### config.mk
export PLATFORM = sky130hd
export DESIGN_NAME = ste_lmc1992
export DESIGN_NICKNAME = d
export VERILOG_FILES = /design/src/rtl/ste_lmc_pkg.sv /design/src/rtl/ste_lmc_gain_rom.sv /design/src/rtl/ste_lmc1992.sv
export SDC_FILE = /design/constraint.sdc
export NUM_CORES = 1
export LEC_CHECK = 0
export BUFFER_PORTS_ARGS = -buffer_cell sky130_fd_sc_hd__buf_2
export CORE_MARGIN = 2
export CORE_UTILIZATION = 31
export DETAILED_ROUTE_END_ITERATION = 10
export MAX_ROUTING_LAYER = met4
export SYNTH_ARGS = -nofsm -noshare
export SYNTH_HDL_FRONTEND = slang
export SYNTH_HIERARCHICAL = 1
export SYNTH_SLANG_ARGS = --single-unit
### constraint.sdc
create_clock -name clk -period 9.3 [get_ports clk]
set_input_delay 0.93 -clock clk [delete_from_list [all_inputs] [get_ports clk]]
set_output_delay 0.93 -clock clk [all_outputs]
set_load 0.01 [all_outputs]
### src/rtl/ste_lmc_pkg.sv
// Shared definitions for the LMC1992 volume/tone controller model.
// Holds Microwire command codes, the device address, register range limits,
// reset defaults, mix-mode encodings, the datapath FSM state type and small
// helpers used by the control and datapath logic.
package ste_lmc_pkg;

    // Microwire command codes, frame[8:6]
    localparam logic [2:0] CMD_MIX    = 3'd0;
    localparam logic [2:0] CMD_BASS   = 3'd1;
    localparam logic [2:0] CMD_TREBLE = 3'd2;
    localparam logic [2:0] CMD_MASTER = 3'd3;
    localparam logic [2:0] CMD_RIGHT  = 3'd4;
    localparam logic [2:0] CMD_LEFT   = 3'd5;

    // LMC1992 device address, frame[10:9]
    localparam logic [1:0] DEV_ADDR = 2'b10;

    // Register range limits (2 dB steps)
    localparam logic [5:0] TONE_MAX   = 6'd12;
    localparam logic [5:0] MASTER_MAX = 6'd40;
    localparam logic [5:0] SIDE_MAX   = 6'd20;

    // Mix-mode encodings
    localparam logic [1:0] MIX_YM_M12   = 2'b00;
    localparam logic [1:0] MIX_YM_0DB   = 2'b01;
    localparam logic [1:0] MIX_DMA_ONLY = 2'b10;

    // Reset defaults
    localparam logic [5:0] MASTER_RST = 6'd40;
    localparam logic [4:0] SIDE_RST   = 5'd20;
    localparam logic [3:0] TONE_RST   = 4'd6;
    localparam logic [1:0] MIX_RST    = MIX_YM_0DB;

    typedef enum logic [1:0] {
        StIdle,
        StMix,
        StMulL,
        StMulR
    } dp_state_e;

    function automatic logic [5:0] sat_val(input logic [5:0] val, input logic [5:0] lim);
        return (val > lim) ? lim : val;
    endfunction

    // Offset-binary inputs to a signed sum, then scaled up by 2^7 into 16 bits.
    function automatic logic signed [15:0] mix_sample(input logic [7:0] dma,
                                                      input logic [7:0] ym,
                                                      input logic [1:0] mode);
        logic signed [9:0] d;
        logic signed [9:0] y;
        logic signed [9:0] sum;
        // x - 128 on an 8-bit offset-binary value is just an MSB flip
        d = {{3{~dma[7]}}, dma[6:0]};
        y = {{3{~ym[7]}}, ym[6:0]};
        case (mode)
            MIX_YM_M12:   sum = d + (y >>> 2);
            MIX_YM_0DB:   sum = d + y;
            MIX_DMA_ONLY: sum = d;
            default:      sum = d;
        endcase
        return 16'(sum) <<< 7;
    endfunction

endpackage

### src/rtl/ste_lmc_gain_rom.sv
// Attenuation-to-gain table for the LMC1992 model.
// Ports:
//   att  in  6       attenuation in 2 dB units (0..60)
//   gain out GAIN_W  round(32767 * 10^(-att/10)), Q1.15; 0 for att > 60
module ste_lmc_gain_rom #(
    parameter int unsigned GAIN_W = 16
) (
    input  logic [5:0]        att,
    output logic [GAIN_W-1:0] gain
);

    // Entries 49..60 round to zero and fall into the default branch.
    always_comb begin
        gain = '0;
        case (att)
            6'd0:  gain = GAIN_W'(32767);
            6'd1:  gain = GAIN_W'(26028);
            6'd2:  gain = GAIN_W'(20675);
            6'd3:  gain = GAIN_W'(16422);
            6'd4:  gain = GAIN_W'(13045);
            6'd5:  gain = GAIN_W'(10362);
            6'd6:  gain = GAIN_W'(8231);
            6'd7:  gain = GAIN_W'(6538);
            6'd8:  gain = GAIN_W'(5193);
            6'd9:  gain = GAIN_W'(4125);
            6'd10: gain = GAIN_W'(3277);
            6'd11: gain = GAIN_W'(2603);
            6'd12: gain = GAIN_W'(2067);
            6'd13: gain = GAIN_W'(1642);
            6'd14: gain = GAIN_W'(1304);
            6'd15: gain = GAIN_W'(1036);
            6'd16: gain = GAIN_W'(823);
            6'd17: gain = GAIN_W'(654);
            6'd18: gain = GAIN_W'(519);
            6'd19: gain = GAIN_W'(413);
            6'd20: gain = GAIN_W'(328);
            6'd21: gain = GAIN_W'(260);
            6'd22: gain = GAIN_W'(207);
            6'd23: gain = GAIN_W'(164);
            6'd24: gain = GAIN_W'(130);
            6'd25: gain = GAIN_W'(104);
            6'd26: gain = GAIN_W'(82);
            6'd27: gain = GAIN_W'(65);
            6'd28: gain = GAIN_W'(52);
            6'd29: gain = GAIN_W'(41);
            6'd30: gain = GAIN_W'(33);
            6'd31: gain = GAIN_W'(26);
            6'd32: gain = GAIN_W'(21);
            6'd33: gain = GAIN_W'(16);
            6'd34: gain = GAIN_W'(13);
            6'd35: gain = GAIN_W'(10);
            6'd36: gain = GAIN_W'(8);
            6'd37: gain = GAIN_W'(7);
            6'd38: gain = GAIN_W'(5);
            6'd39: gain = GAIN_W'(4);
            6'd40: gain = GAIN_W'(3);
            6'd41: gain = GAIN_W'(3);
            6'd42: gain = GAIN_W'(2);
            6'd43: gain = GAIN_W'(2);
            6'd44: gain = GAIN_W'(1);
            6'd45: gain = GAIN_W'(1);
            6'd46: gain = GAIN_W'(1);
            6'd47: gain = GAIN_W'(1);
            6'd48: gain = GAIN_W'(1);
            default: gain = '0;
        endcase
    end

endmodule

### src/rtl/ste_lmc1992.sv
// LMC1992 volume/tone controller model downstream of the STE DMA sound block.
// Receives Microwire frames into control registers, mixes DMA audio with the
// YM2149 output and applies master + per-side attenuation through one shared
// multiplier.
// Ports:
//   clk, reset                  32 MHz clock, synchronous active-high reset
//   mw_stb/mw_mask/mw_data      Microwire bit strobe, mask and serial data
//   mw_done                     end-of-transfer pulse
//   sample_en                   50 kHz sample request pulse
//   dma_l/dma_r/ym_in           offset-binary audio inputs
//   out_l/out_r/out_valid       signed stereo result and its update pulse
//   mw_err                      pulse on a rejected Microwire frame
// Build option STE_LMC_DEBUG_EN adds dbg_regs (register snapshot) and
// dbg_err_cnt (saturating rejected-frame counter).
module ste_lmc1992
    import ste_lmc_pkg::*;
#(
    parameter int unsigned GAIN_W = 16,
    parameter int unsigned OUT_W  = 16
) (
    input  logic             clk,
    input  logic             reset,
    input  logic             mw_stb,
    input  logic             mw_mask,
    input  logic             mw_data,
    input  logic             mw_done,
    input  logic             sample_en,
    input  logic [7:0]       dma_l,
    input  logic [7:0]       dma_r,
    input  logic [7:0]       ym_in,
    output logic [OUT_W-1:0] out_l,
    output logic [OUT_W-1:0] out_r,
    output logic             out_valid,
    output logic             mw_err
`ifdef STE_LMC_DEBUG_EN
    ,
    output logic [31:0]      dbg_regs,
    output logic [7:0]       dbg_err_cnt
`endif
);

    localparam int unsigned PROD_W = GAIN_W + 17;

    // ---------------- Microwire receive ----------------
    logic [10:0] sr, sr_nxt;
    logic [3:0]  bit_cnt, cnt_nxt;
    logic        frame_ok;

    logic [5:0] master;
    logic [4:0] left, right;
    logic [3:0] bass, treble;
    logic [1:0] mix;

    // A bit strobed in the same cycle as mw_done is part of the evaluated frame.
    always_comb begin
        sr_nxt  = sr;
        cnt_nxt = bit_cnt;
        if (mw_stb && mw_mask) begin
            sr_nxt = {sr[9:0], mw_data};
            if (bit_cnt != 4'd15) begin
                cnt_nxt = bit_cnt + 4'd1;
            end
        end
    end

    assign frame_ok = (cnt_nxt == 4'd11) && (sr_nxt[10:9] == DEV_ADDR);

    always_ff @(posedge clk) begin
        if (reset) begin
            sr      <= '0;
            bit_cnt <= '0;
            mw_err  <= 1'b0;
            master  <= MASTER_RST;
            left    <= SIDE_RST;
            right   <= SIDE_RST;
            bass    <= TONE_RST;
            treble  <= TONE_RST;
            mix     <= MIX_RST;
        end else begin
            mw_err <= 1'b0;
            if (mw_done) begin
                sr      <= '0;
                bit_cnt <= '0;
                if (frame_ok) begin
                    case (sr_nxt[8:6])
                        CMD_MIX:    mix    <= sr_nxt[1:0];
                        CMD_BASS:   bass   <= 4'(sat_val(sr_nxt[5:0], TONE_MAX));
                        CMD_TREBLE: treble <= 4'(sat_val(sr_nxt[5:0], TONE_MAX));
                        CMD_MASTER: master <= sat_val(sr_nxt[5:0], MASTER_MAX);
                        CMD_RIGHT:  right  <= 5'(sat_val(sr_nxt[5:0], SIDE_MAX));
                        CMD_LEFT:   left   <= 5'(sat_val(sr_nxt[5:0], SIDE_MAX));
                        default: ;  // unused command codes are accepted silently
                    endcase
                end else begin
                    mw_err <= 1'b1;
                end
            end else begin
                sr      <= sr_nxt;
                bit_cnt <= cnt_nxt;
            end
        end
    end

    // ---------------- Sample datapath ----------------
    dp_state_e         state;
    logic [7:0]        dma_l_q, dma_r_q, ym_q;
    logic [1:0]        mix_q;
    logic [5:0]        att_l, att_r;
    logic signed [15:0] s_l, s_r;

    logic signed [15:0]       mul_a;
    logic [5:0]               mul_att;
    logic [GAIN_W-1:0]        gain;
    logic signed [PROD_W-1:0] prod;
    logic [OUT_W-1:0]         mul_res;

    // One multiplier serves both channels; MUL_R selects the right-hand operands.
    always_comb begin
        mul_a   = (state == StMulR) ? s_r : s_l;
        mul_att = (state == StMulR) ? att_r : att_l;
        prod    = PROD_W'(mul_a) * PROD_W'(signed'({1'b0, gain}));
        mul_res = OUT_W'(prod >>> 15);
    end

    ste_lmc_gain_rom #(
        .GAIN_W (GAIN_W)
    ) u_gain_rom (
        .att  (mul_att),
        .gain (gain)
    );

    // Everything a sample needs is captured in IDLE, so later register writes
    // cannot disturb a sample already in flight.
    always_ff @(posedge clk) begin
        if (reset) begin
            state     <= StIdle;
            dma_l_q   <= '0;
            dma_r_q   <= '0;
            ym_q      <= '0;
            mix_q     <= MIX_RST;
            att_l     <= '0;
            att_r     <= '0;
            s_l       <= '0;
            s_r       <= '0;
            out_l     <= '0;
            out_r     <= '0;
            out_valid <= 1'b0;
        end else begin
            out_valid <= 1'b0;
            case (state)
                StIdle: begin
                    if (sample_en) begin
                        dma_l_q <= dma_l;
                        dma_r_q <= dma_r;
                        ym_q    <= ym_in;
                        mix_q   <= mix;
                        att_l   <= (MASTER_MAX - master) + (SIDE_MAX - {1'b0, left});
                        att_r   <= (MASTER_MAX - master) + (SIDE_MAX - {1'b0, right});
                        state   <= StMix;
                    end
                end
                StMix: begin
                    s_l   <= mix_sample(dma_l_q, ym_q, mix_q);
                    s_r   <= mix_sample(dma_r_q, ym_q, mix_q);
                    state <= StMulL;
                end
                StMulL: begin
                    out_l <= mul_res;
                    state <= StMulR;
                end
                StMulR: begin
                    out_r     <= mul_res;
                    out_valid <= 1'b1;
                    state     <= StIdle;
                end
                default: state <= StIdle;
            endcase
        end
    end

`ifdef STE_LMC_DEBUG_EN
    assign dbg_regs = {mix, bass, treble, master, left, right, 6'd0};

    always_ff @(posedge clk) begin
        if (reset) begin
            dbg_err_cnt <= '0;
        end else if (mw_done && !frame_ok && (dbg_err_cnt != 8'hFF)) begin
            dbg_err_cnt <= dbg_err_cnt + 8'd1;
        end
    end
`else
    // Tone settings are write-only state in this build.
    logic unused_tone;
    assign unused_tone = ^{bass, treble};
`endif

endmodule
### After elaboration in Yosys (flattened, before gate mapping)

Memories as Yosys holds them, arrays and structs flattened.
Index checks and enable logic that the tools add are counted.

* memories: 1
* bits in registers: 125
* word-level logic and storage cells: 73
* ROM bits: 960

Memories
* (no name shown): depth 64, width 15, rd ports 1, clocked after memory_dff 0, write ports 0, RTL line ste_lmc_gain_rom.sv:15 `case (att)`

* muxes and demuxes: 13
* reduce and logical (&&, ||, !) cells: 12
* equality and inequality tests: 11
* $add $sub $neg: 10
* bitwise gates (word level): 4
* $mul: 1
* magnitude comparators: 2

Operator list (number)
* 9-bit one-hot mux with 2 select lines: 2
* 16-bit by 17-bit multiplier with 31-bit output: 1
* 8-bit by 6-bit adder with 9-bit output: 2
* 8-bit by 8-bit adder with 9-bit output: 2
* 16-bit 2-to-1 mux: 1
* 6-bit adder: 2
* 6-bit 2-to-1 mux: 2
* 3-bit AND reduction: 4
* 5-bit by 5-bit subtractor with 6-bit output, first input constant: 2
* 11-bit 2-to-1 mux: 1
* 4-bit 2-to-1 mux: 2
* 2-bit one-hot mux with 4 select lines: 1
* 2-bit == test, second input constant: 3
* 3-bit == test, second input constant: 2
* 6-bit by 5-bit > comparator with 1-bit output, second input constant: 1
* 6-bit > comparator, second input constant: 1
* 6-bit subtractor, first input constant: 1
* 5-bit 2-to-1 mux: 1
* 4-bit by 1-bit adder with 4-bit output, second input constant: 1
* 2-bit by 1-bit == test with 1-bit output, second input constant: 2
* 4-bit == test, second input constant: 1
* 2-bit logical NOT: 2
* 4-bit inequality test, second input constant: 1
* 1-bit inverter: 4
* other kinds (8): 11

### Depth between registers and ports, before layout

Gate-level depths: netlist (run 1).

* word-level depth: 6
* mapped depth: 32
* mapped depth without buffers: 27

### Modules after synthesis

The synthesis (run 1) kept the hierarchy.

By module, submodules not included
* ste_lmc1992: area an instance 11279.6 µm², cells each 1302, instances 1
* ste_lmc_gain_rom: area an instance 972.2 µm², cells each 138, instances 1

### Worst setup path before layout (run 1)

No wires, ideal clock.

* path type: reg2reg
* from: register state[1]
* to: register out_l[8]
* setup slack: 1110 ps
* stages on the path, launching flop included: 30
* arrival time: 8073 ps
* library setup time: 116 ps
* buffers on the path: 5
* clock period less this slack: 8190 ps
* path through: dfxtp_1 -> ha_1 -> buf_2 -> clkbuf_1 -> buf_1 -> mux2_2 -> buf_4 -> inv_1 -> ha_1 -> buf_4 -> inv_1 -> mux4_2 -> a21oi_1 -> nand2b_1 -> fa_1 -> fa_1 -> inv_1 -> fa_1 -> fa_1 -> inv_1 -> fa_1 -> inv_1 -> ha_1 -> ha_1 -> or4_4 -> or2_4 -> o22ai_4 -> o21a_1 -> mux2_2 -> a31o_2

* cells in the longest elaborated chain, start to end: 4
* elaborated cells on any way between the ends: 6
* classes of those cells: mul (1); eq/ne (2); mux (2); memory (1)

RTL lines
* start, declared: RTL line ste_lmc1992.sv:105 `dp_state_e state;`
* start signal, assigned: RTL line ste_lmc1992.sv:136 `state <= StIdle;`
* start signal, assigned: RTL line ste_lmc1992.sv:159 `state <= StMix;`
* start signal, assigned: RTL line ste_lmc1992.sv:165 `state <= StMulL;`
* 2-bit == test: RTL line ste_lmc1992.sv:120 `mul_att = (state == StMulR) ? att_r : att_l;`
* 6-bit 2-to-1 mux: RTL line ste_lmc1992.sv:120
* net mul_att[1]: RTL line ste_lmc1992.sv:112 `logic [5:0] mul_att;`
* memory 64 x 15 bit
* net gain[5]: RTL line ste_lmc1992.sv:113 `logic [GAIN_W-1:0] gain;`
* 16-bit by 17-bit multiplier with 31-bit output: RTL line ste_lmc1992.sv:121 `prod = PROD_W'(mul_a) * PROD_W'(signed'({1'b0, gain}));`
* end signal, assigned: RTL line ste_lmc1992.sv:168 `out_l <= mul_res;`
* end, declared: RTL line ste_lmc1992.sv:31 `output logic [OUT_W-1:0] out_l,`

The timed path passes the listed nets, and every way through them passes these cells.
A chain may end at the register's enable or synchronous reset.

### Final worst setup path (run 1)

* from: register state[1]
* to: register out_r[8]

* cells in the longest elaborated chain, start to end: 4
* elaborated cells on any way between the ends: 5
* classes of those cells: mul (1); eq/ne (1); mux (2); memory (1)

RTL lines
* 2-bit == test: RTL line ste_lmc1992.sv:120
* 6-bit 2-to-1 mux: RTL line ste_lmc1992.sv:120
* net mul_att[1]: RTL line ste_lmc1992.sv:112
* memory 64 x 15 bit
* net gain[1]: RTL line ste_lmc1992.sv:113
* 16-bit by 17-bit multiplier with 31-bit output: RTL line ste_lmc1992.sv:121
* end signal, assigned: RTL line ste_lmc1992.sv:172 `out_r <= mul_res;`
* end, declared: RTL line ste_lmc1992.sv:32 `output logic [OUT_W-1:0] out_r,`

The timed path passes the listed nets, and every way through them passes these cells.

==> impl_metrics.csv, run 1 <==
group,metric,value,unit
status,status,"complete, no violations",
setup_path,r2r_setup_slack,1180,ps
clock_network,cts_made_buffers,17,
grt,grt_usage,0.158,
sta,fin_crit,8120,ps
min_path,hp-start,"mix[1]",
clock_network,root_buffer,"clkbuf_16",
grt,antenna_found_initial,0,
final_layout,drive_gt1_frac,0.109,
setup_path,r2r_start,"state[1]",
setup_path,path_max_fanout,14,
sta,fmax,123,MHz
route,vias_per_cell,5.04,
placement,hpwl,23300,microns
grt,grt-ovfl-total,0,
synth,ys_ff_latch,125,
die,dieArea,0.0411,sq mm
route,drtIter0Drc,594,
synth,synth_top_cells_by_area,"dfxtp_1, fa_1, ha_1, nand2_1, inv_1",
sta,hold_viol,0,
final_layout,final_cell_area,0.0135,sq mm
final_layout,diodes,0,
clock_network,clk_pin_slew_worst_paths,60,ps
setup_path,ff2ff_path_depth,25,
setup_path,worst_setup_path_end_kind,"flop",
clock_network,clock-sinks,125,
grt,grt_pass1_wl,51200,microns
synth,synth_cell_types,83,
placement,postPlaceCellArea,0.0130,sq mm
sta,holdWs,453,ps
sta,rsz0062_at_grt,"no",
route,first_pass_iters,5,
setup_path,cp.depth,25,
sta,tns,0,ps
clock_network,postCtsHoldBufs,0,
min_path,min_path_cells,2,
setup_path,arrival,8440,ps
clock_network,cts_tree,"yes",
setup_path,cp-start-kind,"flop",
setup_path,worstSetupPathType,"flop to flop",
sta,finalClockSkew,13.4,ps
sta,tightest_slew,1190,ps
die,core_area,0.0388,sq mm
final_layout,syn_to_final_growth,10.4,%
synth,netlist.area_leader.share,0.204,
route,vias,10000,
sta,slew_headroom,0.206,
die,pin_count,65,
flow_run,max_cap_violations,0,
route,drc,0,
die,die_width,203,microns
die,die_h,203,microns
synth,synth_edf_count,0,
grt,grt_max_degree,92,
clock_network,htree_num_levels,4,
synth,syn-cell-area,0.0123,sq mm
setup_path,cp_slowest_stage_delay,660,ps
route,drt-total-wl,31100,microns
synth,syn_avg_cell_area,8.51,sq um
min_path,hold_path_class,"flop to flop",
die,initial_core_util,0.316,
synth,synthArstFlopShare,0,
setup_path,worst-path-buf-inv,4,
synth,yosys_most_used_dff,"dfxtp_1",
clock_network,clockBufferDepth,2,
synth,synth.largest_area_cell,"dfxtp_1",
route,wire_per_inst,15.6,microns
clock_network,cts_resized,0,
sta,slew_viol_final,0,
setup_path,slowest_stage,"a32oi_1",
synth,yosys_warnings,6,
sta,finalCritPeriodShare,0.873,
route,drtAntennaViolNets,0,
synth,yosysSeqAreaShare,0.204,
synth,syn_nets,1693,
clock_network,clk_latency,430,ps
die,num_rows,72,
sta,setup_viol,0,
grt,grt_pass1_vias,9914,
setup_path,crit_family,"adder cells",
placement,place_congestion,0.854,
setup_path,critPathMostFrequentCell,"fa_1",
synth,synth_cells,1440,
setup_path,cp-startpoint,"state[1]",
placement,io_buffers,64,
clock_network,post_cts_buffers,0,
setup_path,required,9620,ps
final_layout,fin_nets,1712,
[sequential cells by signal (all words and copies together), names as in the netlist, 4 cells and up]
name / cells
dma_r_q: 8
s_r: 9
left: 5
master: 6
att_l: 6
att_r: 6
sr: 11
out_l: 16
bit_cnt: 4
s_l: 9
right: 5
dma_l_q: 8
out_r: 16
ym_q: 8
[final cells by class]
cell class / instances / area, sq um
timing repair buffer: 80 / 443
multi-input combinational: 1075 / 8770
tap: 518 / 648
sequential: 125 / 2500
clock inverter: 15 / 136
inverter: 160 / 602
clock buffer: 17 / 425
fill: 4031 / 25300
[layout by cell type (no fill, tap or decap), types with 19 or more instances in the layout]
cell type,count
nand2_1,188
a21oi_1,79
nand2b_1,25
buf_2,63
inv_1,158
nor2b_1,80
o21ai_0,38
mux2i_1,37
fa_1,102
dfxtp_1,125
nor2_1,82
a211oi_1,20
ha_1,120
a21o_1,20
xnor2_1,27
nor3_1,19
o211ai_1,19
[Yosys cell counts (all sizes together), types with 4 or more instances]
cell type and instances:
mux2i 38, nand3 18, ha 120, o31ai 6, and2 8, a21o 20, a211oi 20, xnor2 27
o21ai 44, o22ai 13, inv 159, nor3 19, nor2b 80, buf 34, a41oi 4, o211ai 19
nand2b 25, fa 102, a211o 8, o21bai 4, or4 4, a311oi 4, nand2 190, o221ai 5
xor2 7, and3 11, o311ai 5, or2 9, nor3b 4, a31oi 11, a21oi 79, dfxtp 125
o21a 6, nor4 6, a32oi 4, nand4 4, clkbuf 46, mux2 13, or3 9, nor2 83
[metrics by stage]
stage / setup slack (ps) / instances / utilization
floorplan: 1110 / 1440 / -
global placement: 1360 / 1958 / 0.334
detailed placement: 1200 / 1958 / 0.334
CTS: 1150 / 1990 / 0.348
global route: 730 / 1990 / 0.348
finish: 1180 / 1990 / 0.348
[per-layer routing]
metal,track usage,up-vias,wire (microns)
met5,-,-,0
met4,0.0388,0,467
met3,0.0207,30,1110
met2,0.258,205,14900
met1,0.208,4920,14600
li1,-,4883,-
[final timing paths]
path	endpoint
setup reg to reg	out_r[8]
hold reg to reg	mix_q[1]
hold / removal	mix_q[1]
setup / recovery	out_r[8]
[tightest hold or removal path, cell delays in order (launching register included)]
cell	delay, ps
dfxtp_1	310
nand2_1	50
a21oi_1	50
[cells by family after synthesis]
kind of cell | count (synthesis) | share of synthesized area
buffers and inverters | 240 | 0.0801
other | 1 | 0.000306
xor gates and xnor gates | 35 | 0.0261
AOI/OAI and AO/OA | 280 | 0.155
and+or+nand+nor | 484 | 0.198
adders and majority gates | 222 | 0.289
muxes | 53 | 0.0470
DFF | 125 | 0.204
Power of run 1 is left out: the tool's default activity adds up to more than one toggle a clock period on the data nets, which glitch-free logic cannot reach.
==> run 2: changes to the inputs <==
- REMOVE_ABC_BUFFERS: not set -> 1
- clock period: 9.3 -> 7.9 ns (I/O delays scaled with it)
==> run 2 against run 1 <==
Net effect:
- register-to-register slack got worse by 810 ps
- routed wire length decreased by 6.3%
- design area increased by 1.2%
- non-clock buffer count rose by 20
==> impl_metrics.csv, run 2 (synthesized netlist as in run 1, its figures left out) <==
group,metric,value,unit
status,status,"complete, no violations",
final_layout,final_common_cell,"nand2_1",
setup_path,cp-start-kind,"flop",
sta,hold_viol,0,
final_layout,drive_gt1_frac,0.123,
route,met3_wirelength,1070,microns
clock_network,cts_tree,"yes",
setup_path,cp_slowest_stage_delay,550,ps
placement,postPlaceCellArea,0.0131,sq mm
final_layout,nFillCells,3973,
sta,slew_viol_final,0,
route,first_pass_iters,5,
die,die_h,203,microns
grt,antenna_found_initial,0,
min_path,hold_path_class,"flop to flop",
grt,grt_usage,0.155,
clock_network,clockBufferDepth,2,
setup_path,required,8230,ps
clock_network,cts_made_buffers,17,
sta,setup_viol,0,
route,wl_met1,13600,microns
die,num_rows,72,
die,die_width,203,microns
sta,tns,0,ps
route,drtIter0Drc,527,
placement,io_buffers,64,
setup_path,slowest_stage,"fa_1",
route,wire_per_inst,14.5,microns
flow_run,max_cap_violations,0,
setup_path,worstPathCellList,"ha_2 > buf_4 > mux2_2 > buf_4 > nand3b_1 > o21ai_1 > o211ai_1 > nand2b_1 > fa_1 > fa_1 > inv_1 > fa_1 > fa_1 > inv_1 > fa_1 > inv_1 > ha_1 > ha_1 > or4_4 > or2_4 > o22ai_4 > o21a_1 > mux2_2 > a31o_2",
placement,dp.cells,1978,
route,vias,10100,
clock_network,clock-sinks,125,
final_layout,multi_input_area,0.00878,sq mm
final_layout,syn_to_final_growth,11.8,%
final_layout,regArea,0.00250,sq mm
die,core_area,0.0388,sq mm
placement,place_congestion,0.860,
clock_network,clk_pin_slew_worst_paths,60,ps
final_layout,diodes,0,
die,initial_core_util,0.316,
clock_network,postCtsHoldBufs,0,
final_layout,fin_nets,1732,
placement,hpwl,22400,microns
route,vias_per_cell,5.00,
route,highest_layer,"met4",
clock_network,root_buffer,"clkbuf_16",
grt,grt_pass1_wl,50900,microns
sta,finalCritPeriodShare,0.954,
final_layout,mostFrequentLayoutCells,"nand2_1, inv_1, dfxtp_1",
setup_path,worstSetupPathType,"flop to flop",
sta,finalClockSkew,13.6,ps
setup_path,path_max_fanout,21,
sta,tightest_slew,1190,ps
sta,fmax,133,MHz
setup_path,worst_setup_path_end_kind,"flop",
clock_network,htree_num_levels,4,
clock_network,post_cts_buffers,0,
setup_path,crit_family,"adder cells",
final_layout,final_cells,2009,
sta,fin_crit,7530,ps
clock_network,cts_resized,0,
die,pin_count,65,
setup_path,arrival,7860,ps
die,dieArea,0.0411,sq mm
final_layout,final_cell_area,0.0137,sq mm
final_layout,final_core_util,0.353,
grt,grt-ovfl-total,0,
final_layout,reg_top3,"out_l: 16 flops, out_r: 16 flops, sr: 11 flops",
setup_path,worst-path-buf-inv,5,
grt,grt_pass1_vias,10500,
route,wl_met2,14000,microns
sta,slew_headroom,0.206,
route,drc,0,
route,drt-total-wl,29100,microns
setup_path,critPathMostFrequentCell,"fa_1",
clock_network,clk_latency,440,ps
route,drtAntennaViolNets,0,
sta,rsz0062_at_grt,"no",
grt,grt_max_degree,68,
run 2: cell type report:
type,instances,area share
inverters,160,0.0439
well taps,518,0.0473
clock inverters,13,0.00877
multi-input cells,1075,0.641
flip-flops and latches,125,0.183
clock buffers,18,0.0321
repair buffers,100,0.0442
run 2: tightest hold or removal path: stages (launching register included):
cell     delay [ps]
dfxtp_1         310
nand2_1          50
a21oi_1          50
run 2: final timing paths:
check	cells after the start	endpoint	start	slack (ps)
max	24	out_r[8]	state[1]	370
min reg2reg	2	att_r[5]	att_r[5]	450
min	2	att_r[5]	att_r[5]	450
max reg2reg	24	out_r[8]	state[1]	370
run 2: through the flow:
step / hold WS (ps) / worst slack (ps)
4_1_cts: 454 / 249
3_5_place_dp: 444 / 277
5_1_grt: 475 / 12.5
2_1_floorplan: 421 / -47.4
6_report: 452 / 366
3_3_place_gp: 444 / 328
run 2: metal layers:
layer / GRT usage / vias to the layer above
li1: - / 4948
met1: 0.198 / 4875
met2: 0.255 / 197
met3: 0.0186 / 34
met4: 0.0490 / 0
met5: - / -
Power of run 2 is left out for the same reason.
